## config.mk

```make
export PLATFORM = sky130hd
export DESIGN_NAME = alu_op_sequencer
export DESIGN_NICKNAME = d
export VERILOG_FILES = /design/src/rtl/alu_pkg.sv /design/src/rtl/btn_debounce.sv /design/src/rtl/alu_op_sequencer.sv
export SDC_FILE = /design/constraint.sdc
export NUM_CORES = 1
export LEC_CHECK = 0
export BUFFER_PORTS_ARGS = -buffer_cell sky130_fd_sc_hd__clkbuf_2
export CAP_MARGIN = 20
export CORE_UTILIZATION = 42
export CTS_CLUSTER_DIAMETER = 200
export DETAILED_ROUTE_END_ITERATION = 6
export HOLD_SLACK_MARGIN = 0.03
export PLACE_DENSITY = 0.76
export SYNTH_ARGS = -nofsm -noshare
export SYNTH_HDL_FRONTEND = slang
export SYNTH_HIERARCHICAL = 1
export SYNTH_SLANG_ARGS = --single-unit
export TNS_END_PERCENT = 1
```

## constraint.sdc

```tcl
create_clock -name clk -period 1.65 [get_ports clk]
set_input_delay 0.165 -clock clk [delete_from_list [all_inputs] [get_ports clk]]
set_output_delay 0.165 -clock clk [all_outputs]
set_load 0.03 [all_outputs]
```

## src/rtl/alu_pkg.sv

```systemverilog
// Shared types for the operator front-end: operation codes, sequencer states
// and the fixed-priority button arbiter.
package alu_pkg;

    localparam int NUM_BTN = 5;

    // Button index equals operation code: C=0, U=1, D=2, L=3, R=4.
    typedef enum logic [2:0] {
        OP_MULT = 3'd0,
        OP_LO   = 3'd1,
        OP_NO   = 3'd2,
        OP_ADD  = 3'd3,
        OP_SUB  = 3'd4
    } op_t;

    typedef enum logic [1:0] {
        ST_IDLE,
        ST_ISSUE,
        ST_WAIT,
        ST_REARM
    } state_t;

    // Lowest set index wins; scanning downwards lets the last hit be the winner.
    function automatic op_t pick_op(input logic [NUM_BTN-1:0] pulses);
        op_t sel;
        sel = OP_MULT;
        for (int i = NUM_BTN - 1; i >= 0; i--) begin
            if (pulses[i]) begin
                sel = op_t'(3'(i));
            end
        end
        return sel;
    endfunction

endpackage

```

## src/rtl/btn_debounce.sv

```systemverilog
// Per-button debouncer: one-cycle pulse when a press qualifies, plus a
// debounced level that only falls after a qualified release.
module btn_debounce #(
    parameter int DEBOUNCE_CYCLES = 4
) (
    input  logic clk,
    input  logic reset,
    input  logic btn_in,
    output logic pulse,
    output logic level
);

    localparam int CW = $clog2(DEBOUNCE_CYCLES + 1);
    localparam logic [CW-1:0] CNT_MAX = CW'(DEBOUNCE_CYCLES);

    logic [CW-1:0] hi_cnt_reg;
    logic [CW-1:0] lo_cnt_reg;
    logic          pulse_reg;
    logic          level_reg;

    always_ff @(posedge clk) begin
        if (reset) begin
            hi_cnt_reg <= '0;
            lo_cnt_reg <= '0;
            pulse_reg  <= 1'b0;
            level_reg  <= 1'b0;
        end else begin
            pulse_reg <= 1'b0;
            if (btn_in) begin
                lo_cnt_reg <= '0;
                // Saturating count means a held button pulses only once.
                if (hi_cnt_reg != CNT_MAX) begin
                    hi_cnt_reg <= hi_cnt_reg + 1'b1;
                    if (hi_cnt_reg == CNT_MAX - 1'b1) begin
                        pulse_reg <= 1'b1;
                        level_reg <= 1'b1;
                    end
                end
            end else begin
                hi_cnt_reg <= '0;
                if (lo_cnt_reg != CNT_MAX) begin
                    lo_cnt_reg <= lo_cnt_reg + 1'b1;
                    if (lo_cnt_reg == CNT_MAX - 1'b1) begin
                        level_reg <= 1'b0;
                    end
                end
            end
        end
    end

    assign pulse = pulse_reg;
    assign level = level_reg;

endmodule

```

## src/rtl/alu_op_sequencer.sv

```systemverilog
// Button-driven command sequencer for the operator datapath: debounce,
// arbitrate, issue one command with valid/ready, and latch the result on LED.
module alu_op_sequencer
    import alu_pkg::*;
#(
    parameter int BITS            = 16,
    parameter int DEBOUNCE_CYCLES = 4,
    parameter int TIMEOUT_CYCLES  = 64
) (
    input  logic            clk,
    input  logic            reset,
    input  logic [BITS-1:0] SW,
    input  logic            BTNC,
    input  logic            BTNU,
    input  logic            BTND,
    input  logic            BTNL,
    input  logic            BTNR,
    output logic            op_valid,
    input  logic            op_ready,
    output logic [2:0]      op_sel,
    output logic [BITS-1:0] op_a,
    input  logic            res_valid,
    input  logic [BITS-1:0] res_data,
    output logic [BITS-1:0] LED,
    output logic            busy,
    output logic            timeout
);

    localparam int TW = $clog2(TIMEOUT_CYCLES + 1);
    localparam logic [TW-1:0] TMO_LAST = TW'(TIMEOUT_CYCLES - 1);

    logic [NUM_BTN-1:0] raw_btn;
    logic [NUM_BTN-1:0] btn_pulse;
    logic [NUM_BTN-1:0] btn_level;

    assign raw_btn = {BTNR, BTNL, BTND, BTNU, BTNC};

    generate
        for (genvar gi = 0; gi < NUM_BTN; gi++) begin : g_deb
            btn_debounce #(
                .DEBOUNCE_CYCLES(DEBOUNCE_CYCLES)
            ) u_deb (
                .clk   (clk),
                .reset (reset),
                .btn_in(raw_btn[gi]),
                .pulse (btn_pulse[gi]),
                .level (btn_level[gi])
            );
        end
    endgenerate

    state_t          state_reg;
    logic [TW-1:0]   tmo_cnt_reg;
    logic            op_valid_reg;
    op_t             op_sel_reg;
    logic [BITS-1:0] op_a_reg;
    logic [BITS-1:0] led_reg;
    logic            busy_reg;
    logic            timeout_reg;

    always_ff @(posedge clk) begin
        if (reset) begin
            state_reg    <= ST_IDLE;
            tmo_cnt_reg  <= '0;
            op_valid_reg <= 1'b0;
            op_sel_reg   <= OP_MULT;
            op_a_reg     <= '0;
            led_reg      <= '0;
            busy_reg     <= 1'b0;
            timeout_reg  <= 1'b0;
        end else begin
            case (state_reg)
                ST_IDLE: begin
                    if (|btn_pulse) begin
                        op_sel_reg   <= pick_op(btn_pulse);
                        op_a_reg     <= SW;
                        op_valid_reg <= 1'b1;
                        busy_reg     <= 1'b1;
                        timeout_reg  <= 1'b0;
                        state_reg    <= ST_ISSUE;
                    end
                end
                ST_ISSUE: begin
                    if (op_ready) begin
                        op_valid_reg <= 1'b0;
                        tmo_cnt_reg  <= '0;
                        state_reg    <= ST_WAIT;
                    end
                end
                ST_WAIT: begin
                    // A result on the last allowed cycle wins over the abort.
                    if (res_valid) begin
                        led_reg   <= res_data;
                        busy_reg  <= 1'b0;
                        state_reg <= ST_REARM;
                    end else if (tmo_cnt_reg == TMO_LAST) begin
                        timeout_reg <= 1'b1;
                        busy_reg    <= 1'b0;
                        state_reg   <= ST_REARM;
                    end else begin
                        tmo_cnt_reg <= tmo_cnt_reg + 1'b1;
                    end
                end
                ST_REARM: begin
                    if (!(|btn_level)) begin
                        state_reg <= ST_IDLE;
                    end
                end
                default: state_reg <= ST_IDLE;
            endcase
        end
    end

    assign op_valid = op_valid_reg;
    assign op_sel   = op_sel_reg;
    assign op_a     = op_a_reg;
    assign LED      = led_reg;
    assign busy     = busy_reg;
    assign timeout  = timeout_reg;

endmodule
```

==> metrics.log, run 1 <==
INFO  metric ant_nets = 0
INFO  metric power.net_switching = 1103 uW
INFO  metric cts-buffers-inserted = 9
INFO  metric async_flop_share = 0%
INFO  metric synth_top_flop_cell = dfxtp_1
INFO  metric rr_worst_depth = 5
INFO  metric drt-pass1-iter-count = 4
INFO  metric internal-power = 3325 uW
INFO  metric tightestPinTransition = 494.3 ps
INFO  metric cp_data_required_time = 1890 ps
INFO  metric critPathLaunch = g_deb[3].u_deb/pulse
INFO  metric postPlaceCellArea = 4466 sq um
INFO  metric fin_ws = -63.90 ps
INFO  metric period_minus_slack = 1714 ps
INFO  metric crit_path_max_fanout = 4
INFO  metric globalRoute.busiestLayer = met2
INFO  metric groute.layer.met2.usage = 33.26%
INFO  metric worst_case_vdd_ir_drop = 0.4738 mV
INFO  metric totalWireLength = 8333 um
INFO  metric routedWlPerCell = 12.44 um
INFO  metric synth.distinct_cells = 37
INFO  metric hold_path_class = input port to flip-flop
INFO  metric synth-edff-count = 0
INFO  metric htreeDepth = 3
INFO  metric grt_util_all_layers = 18.08%
INFO  metric timing.max_slew.rel_slack = 67.05%
INFO  metric final_design_area_no_fill = 4976 sq um
INFO  metric final.period_utilization = 103.9%
INFO  metric fin_worst_skew = 5.962 ps
INFO  metric dieHeight = 96.99 um
INFO  metric design.die.area = 9407 sq um
INFO  metric critical_path.reg2reg.endpoint = timeout
INFO  metric post_synth_instance_area = 3790 sq um
INFO  metric detail_route.iter0.violations = 97
INFO  metric chipWidth = 96.99 um
INFO  metric n_antenna_cell = 0
INFO  metric yosysSeqAreaShare = 45.96%
INFO  metric cts.reportedPaths.clkPinSlew = 80 ps
INFO  metric syn-num-nets = 514
INFO  metric fillers = 736
INFO  metric grt_start_max_net_pins = 43
INFO  metric detailed_place_hpwl = 5932 um
INFO  metric portBuffers = 78
INFO  metric drv.max_cap_violation_count = 0
INFO  metric achievable-frequency = 0.5835 GHz
INFO  metric setup_total_negative_slack = -69.54 ps
INFO  metric nature_of_the_critical_path_startpoint = flip-flop
INFO  metric timing.critical_path.to = timeout
INFO  metric placeableCoreArea = 8721 sq um
INFO  metric end_kind = flip-flop
INFO  metric first_pass_grt_wire_length = 14180 um
INFO  metric finish.utilization = 57.06%
INFO  metric final_global_route_overflow_total = 0
INFO  metric grtUsageMet1 = 20.00%
INFO  metric groute.layer.met3.usage = 5.130%
INFO  metric cts_root_buffer = clkbuf_8
INFO  metric critical_path_at = 1950 ps
INFO  metric failed_checks = negative setup slack
INFO  metric io-pin-count = 79
INFO  metric final_hold_viol_count = 0
INFO  metric post_route_cells_drive_above_1_share = 24.91%
INFO  metric result_of_the_run = finished with violations
INFO  metric layout_area_growth_over_synthesis = 31.30%
INFO  metric synth_warnings = 6
INFO  metric rrSetupSlack = -60 ps
INFO  metric p_comb_share = 15.6%
INFO  metric worstHoldPathCells = 3
INFO  metric worst_skew_pair.late_latency = 350 ps
INFO  metric antenna_found_initial = 0
INFO  metric tritoncts = done
INFO  metric tritoncts_num_sinks = 87
INFO  metric drc_errors = 0
INFO  metric power_density_over_the_cells = 889.8 nW/um^2
INFO  metric avgSynthCellArea = 8.653 sq um
INFO  metric critPathKind = flip-flop to flip-flop
INFO  metric detailroute.via_count = 3317
INFO  metric viasPerCell = 4.951
INFO  metric gpl.final_weighted_congestion = 0.8216
INFO  metric ys_ff_latch = 87
INFO  metric worst_r2r_startpoint = g_deb[3].u_deb/pulse
INFO  metric finalSetupViolations = 2
INFO  metric p_sw_share = 24.91%
INFO  metric power.sequential.fraction = 49.6%
INFO  metric via_count_of_the_first_global_routing_pass = 3267
INFO  metric design.final.nets = 635
INFO  metric rsz0062_at_grt = true
INFO  metric clk_path_buf_depth = 2
INFO  metric fp-row-count = 34
INFO  metric leak = 0.002081 uW
INFO  metric clockPowerShare = 34.7%
INFO  metric slew_violations = 0
INFO  metric finalPower = 4428 uW
INFO  metric initial_utilization = 43.46%
INFO  metric post_synth_inst_count = 438
-- stage by stage --
step | worst slack (ps) | instances | hold WS [ps]
final | -63.90 | 670 | 46.17
after detailed placement | -50.37 | 633 | 395.5
after floorplan | 16.73 | 438 | 237.1
after global placement | 27.28 | 633 | 388.0
after CTS | -30.61 | 669 | 30.06
after global routing | -109.7 | 670 | 30.40
-- power groups by stage --
stage          Sequential [uW]  Combinational (uW)  Clock (uW)
6_report                  2200                 693        1540
5_1_grt                   2210                 761        1670
4_1_cts                   2200                 627        1580
3_5_place_dp              2240                 559           0
3_3_place_gp              2240                 537           0
2_1_floorplan             2270                 293           0
-- worst max-delay path, stage by stage, from the launching register on --
cell and delay [ps]:
dfxtp_2 330, or4_4 540, buf_4 160, or3_4 330, a31oi_2 190, a211oi_2 60
-- what timing repair did --
| item | in CTS | in global routing |
|---|---|---|
| hold buffers | 20 | 1 |
| cloned | 0 | 0 |
| pin swaps | 6 | 4 |
| endpoints found under the hold margin | 20 | 1 |
| gates resized for setup | 6 | 18 |
| buffers inserted | 2 | 0 |
| endpoints found under the setup margin | 11 | 26 |
-- cell usage after synthesis (all sizes together) (2+ instances only) --
cell type	count	area (sq um)
a21oi	50	250.2
buf	4	25.02
and3	2	12.51
or4	3	26.27
mux2i	7	70.07
o2111ai	2	17.52
nand3	12	60.06
clkbuf	10	37.54
a211oi	8	60.06
xnor2	10	87.58
nor2	14	52.55
or3	2	12.51
o21ai	10	50.05
a311oi	7	61.31
nor2b	2	12.51
nor3	14	70.07
inv	41	153.9
nand3b	4	30.03
nand2	84	315.3
nand2b	10	62.56
a31oi	9	56.30
ha	35	437.9
dfxtp	87	1742
-- layout by cell type, fill, tap and decap left out, types with 7 or more instances in the layout --
cell type / Yosys / routed
clkbuf_2: 0 / 78
xnor2_1: 10 / 10
nand2b_1: 10 / 8
nand2_1: 84 / 83
a31oi_1: 9 / 7
dfxtp_1: 87 / 83
ha_1: 35 / 33
nor2_1: 14 / 14
buf_4: 2 / 21
nor3_1: 14 / 14
o21ai_0: 8 / 8
clkbuf_8: 0 / 9
nand3_1: 12 / 11
a21oi_1: 50 / 50
inv_1: 41 / 40
dlygate4sd3_1: 0 / 21
-- area by class of cell --
type | instances | area [sq um] | share of cell area, %
Clock buffer | 10 | 127.6 | 2.565
Multi-Input combinational cell | 296 | 1919 | 38.57
Timing Repair Buffer | 124 | 820.8 | 16.49
Sequential cell | 87 | 1747 | 35.10
Tap cell | 108 | 135.1 | 2.716
Inverter | 41 | 153.9 | 3.093
Clock inverter | 4 | 72.57 | 1.458
-- cell families after synthesis --
family	synth area share [%]
AO/OA/AOI/OAI	14.56
flip-flops	45.96
XOR/XNOR	2.311
AND/OR/NAND/NOR	17.76
buffers and inverters	5.712
adder cells (fa/ha/maj)	11.55
multiplexers	2.146
-- routing by layer --
layer	share of wire, %	vias up
met5	0	-
met4	1.3	0
met3	4.9	12
met2	51	94
met1	42	1490
li1	-	1721
-- worst min-delay path by stage --
stage	from	end	slack (ps)
after floorplan	reset	g_deb[0].u_deb/level	240
after global placement	res_data[15]	LED[15]	390
after detailed placement	res_data[9]	LED[9]	400
after CTS	SW[12]	op_a[12]	30
after global routing	SW[0]	op_a[0]	30
final	SW[2]	op_a[2]	50
(Power assumes the default switching activity.)
==> inputs of run 2 (changes only) <==
--- a/config.mk
+++ b/config.mk
@@ -12,6 +12,7 @@
 export DETAILED_ROUTE_END_ITERATION = 6
 export HOLD_SLACK_MARGIN = 0.03
 export PLACE_DENSITY = 0.76
+export REMOVE_ABC_BUFFERS = 1
 export SYNTH_ARGS = -nofsm -noshare
 export SYNTH_HDL_FRONTEND = slang
 export SYNTH_HIERARCHICAL = 1
==> run 2 against run 1 <==
Net effect:
- the flow still finishes with violations (negative setup slack)
- non-clock buffer count is 8 higher
- die area stayed put
- global-route usage shrank 0.079 points
- sequential share of layout area down 0.39 points
- combinational power shrank 4.2%
- maximum frequency rose by 3.4%
- critical path type unchanged
- largest cell class unchanged
- largest power group unchanged
==> metrics.log, run 2 (same netlist as run 1, synthesis figures left out) <==
INFO  metric result_of_the_run = finished with violations
INFO  metric failed_checks = negative setup slack
INFO  metric final.hold.worst_slack = 45.19 ps (-0.9813 ps)
INFO  metric postPlaceCellArea = 4423 sq um (-0.95%)
INFO  metric layout_area_growth_over_synthesis = 32.68%
INFO  metric period_minus_slack = 1657 ps (-56.96 ps)
INFO  metric ant_nets = 0 (unchanged)
INFO  metric design.final.nets = 643 (+1.3%)
INFO  metric finalPower = 4510 uW (+1.9%)
INFO  metric fp-row-count = 34 (unchanged)
INFO  metric dieHeight = 96.99 um (unchanged)
INFO  metric crit_path_top_delay_cell = or4_4
INFO  metric grt_start_max_net_pins = 57 (+33%)
INFO  metric tightestPinTransition = 318.0 ps (-176.4 ps)
INFO  metric totalWireLength = 8398 um (+0.78%)
INFO  metric worst_case_vdd_ir_drop = 0.5407 mV (+14%)
INFO  metric hold_path_class = input port to flip-flop
INFO  metric leak = 0.002091 uW (+0.49%)
INFO  metric cts.reportedPaths.clkPinSlew = 90 ps (about the same)
INFO  metric io-pin-count = 79 (unchanged)
INFO  metric final_global_route_overflow_total = 0 (unchanged)
INFO  metric viasPerCell = 4.985 (+0.70%)
INFO  metric detailed_place_hpwl = 5655 um (-4.7%)
INFO  metric final.period_utilization = 100.4% (-3.5 points)
INFO  metric cell_family_with_the_largest_share_of_critical_path_delay = simple AND/OR/NAND/NOR gates
INFO  metric htreeDepth = 3 (unchanged)
INFO  metric cts_root_buffer = clkbuf_8
INFO  metric cp_data_required_time = 1920 ps (+30 ps)
INFO  metric tritoncts_num_sinks = 87 (unchanged)
INFO  metric slew_violations = 0 (unchanged)
INFO  metric fin_ws = -6.948 ps (+56.96 ps)
INFO  metric drv.max_cap_violation_count = 0 (unchanged)
INFO  metric path_buf_inv = 0 (-1)
INFO  metric nature_of_the_critical_path_startpoint = flip-flop
INFO  metric cpPeakStageDelay = 570 ps (+30 ps)
INFO  metric end_kind = flip-flop
INFO  metric finalSetupViolations = 1 (-1)
INFO  metric antenna_found_initial = 0 (unchanged)
INFO  metric n_antenna_cell = 0 (unchanged)
INFO  metric critPathKind = flip-flop to flip-flop
INFO  metric final_design_area_no_fill = 5029 sq um (+1.1%)
INFO  metric portBuffers = 78 (unchanged)
INFO  metric placeableCoreArea = 8721 sq um (unchanged)
INFO  metric grt_util_all_layers = 18.00% (-0.079 points)
INFO  metric gpl.final_weighted_congestion = 0.8095 (-1.5%)
INFO  metric critical_path_at = 1930 ps (-20 ps)
INFO  metric routedWlPerCell = 12.35 um (-0.70%)
INFO  metric setup_total_negative_slack = -6.948 ps (+62.59 ps)
INFO  metric final_hold_viol_count = 0 (unchanged)
INFO  metric detailroute.via_count = 3390 (+2.2%)
INFO  metric design.die.area = 9407 sq um (unchanged)
INFO  metric drc_errors = 0 (unchanged)
INFO  metric cp_cell_sequence = or4_4, o31a_1, and3_4, a311oi_2
INFO  metric post_route_cells_drive_above_1_share = 22.90% (-2.0 points)
INFO  metric layout.cells.most_common_list = 84 x dfxtp_1, 84 x nand2_1, 78 x clkbuf_2, 50 x a21oi_1, 41 x inv_1
INFO  metric power_density_over_the_cells = 896.9 nW/um^2 (+0.80%)
INFO  metric clk_path_buf_depth = 2 (unchanged)
INFO  metric achievable-frequency = 0.6035 GHz (+3.4%)
INFO  metric detail_route.iter0.violations = 156 (+61%)
INFO  metric initial_utilization = 43.46% (unchanged)
INFO  metric via_count_of_the_first_global_routing_pass = 3313 (+1.4%)
INFO  metric crit_path_max_fanout = 6 (+2)
INFO  metric timing.max_slew.rel_slack = 78.53% (+11 points)
INFO  metric chipWidth = 96.99 um (unchanged)
INFO  metric fin_worst_skew = 7.573 ps (+1.612 ps)
INFO  metric cts-buffers-inserted = 9 (unchanged)
INFO  metric drt-pass1-iter-count = 4 (unchanged)
INFO  metric tritoncts = done
INFO  metric first_pass_grt_wire_length = 13970 um (-1.5%)
INFO  metric rsz0062_at_grt = true
INFO  metric worst_skew_pair.late_latency = 360 ps (about the same)
==> run 2: cell types whose count changed in the layout (fill, tap and decap cells not counted), sizes merged <==
cell / before / now
clkinv: 1 / 2
clkbuf: 88 / 87
inv: 41 / 43
buf: 25 / 23
dlygate4sd3: 21 / 31
==> run 2: cell type report <==
| type | count | area, sq um |
|---|---|---|
| Timing Repair Buffer | 132 | 889.6 |
| Multi-Input combinational cell | 296 | 1878 |
| Inverter | 41 | 153.9 |
| Tap cell | 108 | 135.1 |
| Fill cell | 712 | 3692 |
| Clock inverter | 7 | 102.6 |
| Clock buffer | 9 | 123.9 |
| Sequential cell | 87 | 1745 |
==> run 2: worst register-to-register path, delay by kind of cell, from the launching register on <==
family / cells / cell delay, ps
flops: 1 / 330
simple gates: 2 / 730
compound gates: 2 / 520
==> run 2: final timing paths <==
path / slack [ps] / depth (start not counted) / startpoint / endpoint
worst min-delay path: 50 / 3 / res_data[12] / LED[12]
worst min register to register: 460 / 2 / op_a[4] / op_a[4]
worst max-delay path: -7 / 4 / g_deb[3].u_deb/pulse / state_reg[0]
worst max register to register: -7 / 4 / g_deb[3].u_deb/pulse / state_reg[0]
==> run 2: repair_timing <==
item	4_1_cts	5_1_grt
hold buffers	29	2
endpoints found under the hold margin	29	2
pin swaps	3	4
endpoints found under the setup margin	2	19
resized for setup	2	13
cloned	0	0
setup buffers	1	1
==> run 2: stage by stage <==
step | utilization (%) | setup WS [ps] | std cells
after detailed placement | 50.72 | -2.772 | 631
after CTS | 56.76 | -21.85 | 677
final | 57.66 | -6.948 | 680
after global placement | 50.72 | 34.43 | 631
after global routing | 57.66 | -93.06 | 680
after floorplan | - | -286.4 | 424
==> run 2: per-layer routing <==
metal / part of all wire (%) / vias to the layer above / track usage (%)
met5: 0 / - / 0
met4: 1.6 / 0 / 5.855
met3: 4.9 / 15 / 5.997
met2: 49 / 82 / 32.99
met1: 44 / 1548 / 19.27
li1: - / 1745 / -
==> run 2: report_power, final <==
group	total [uW]	switching [uW]	leakage, uW	internal [uW]
logic	664	334	0.00127	329
registers	2190	40.6	0.000706	2150
clock network	1650	784	0.000110	868
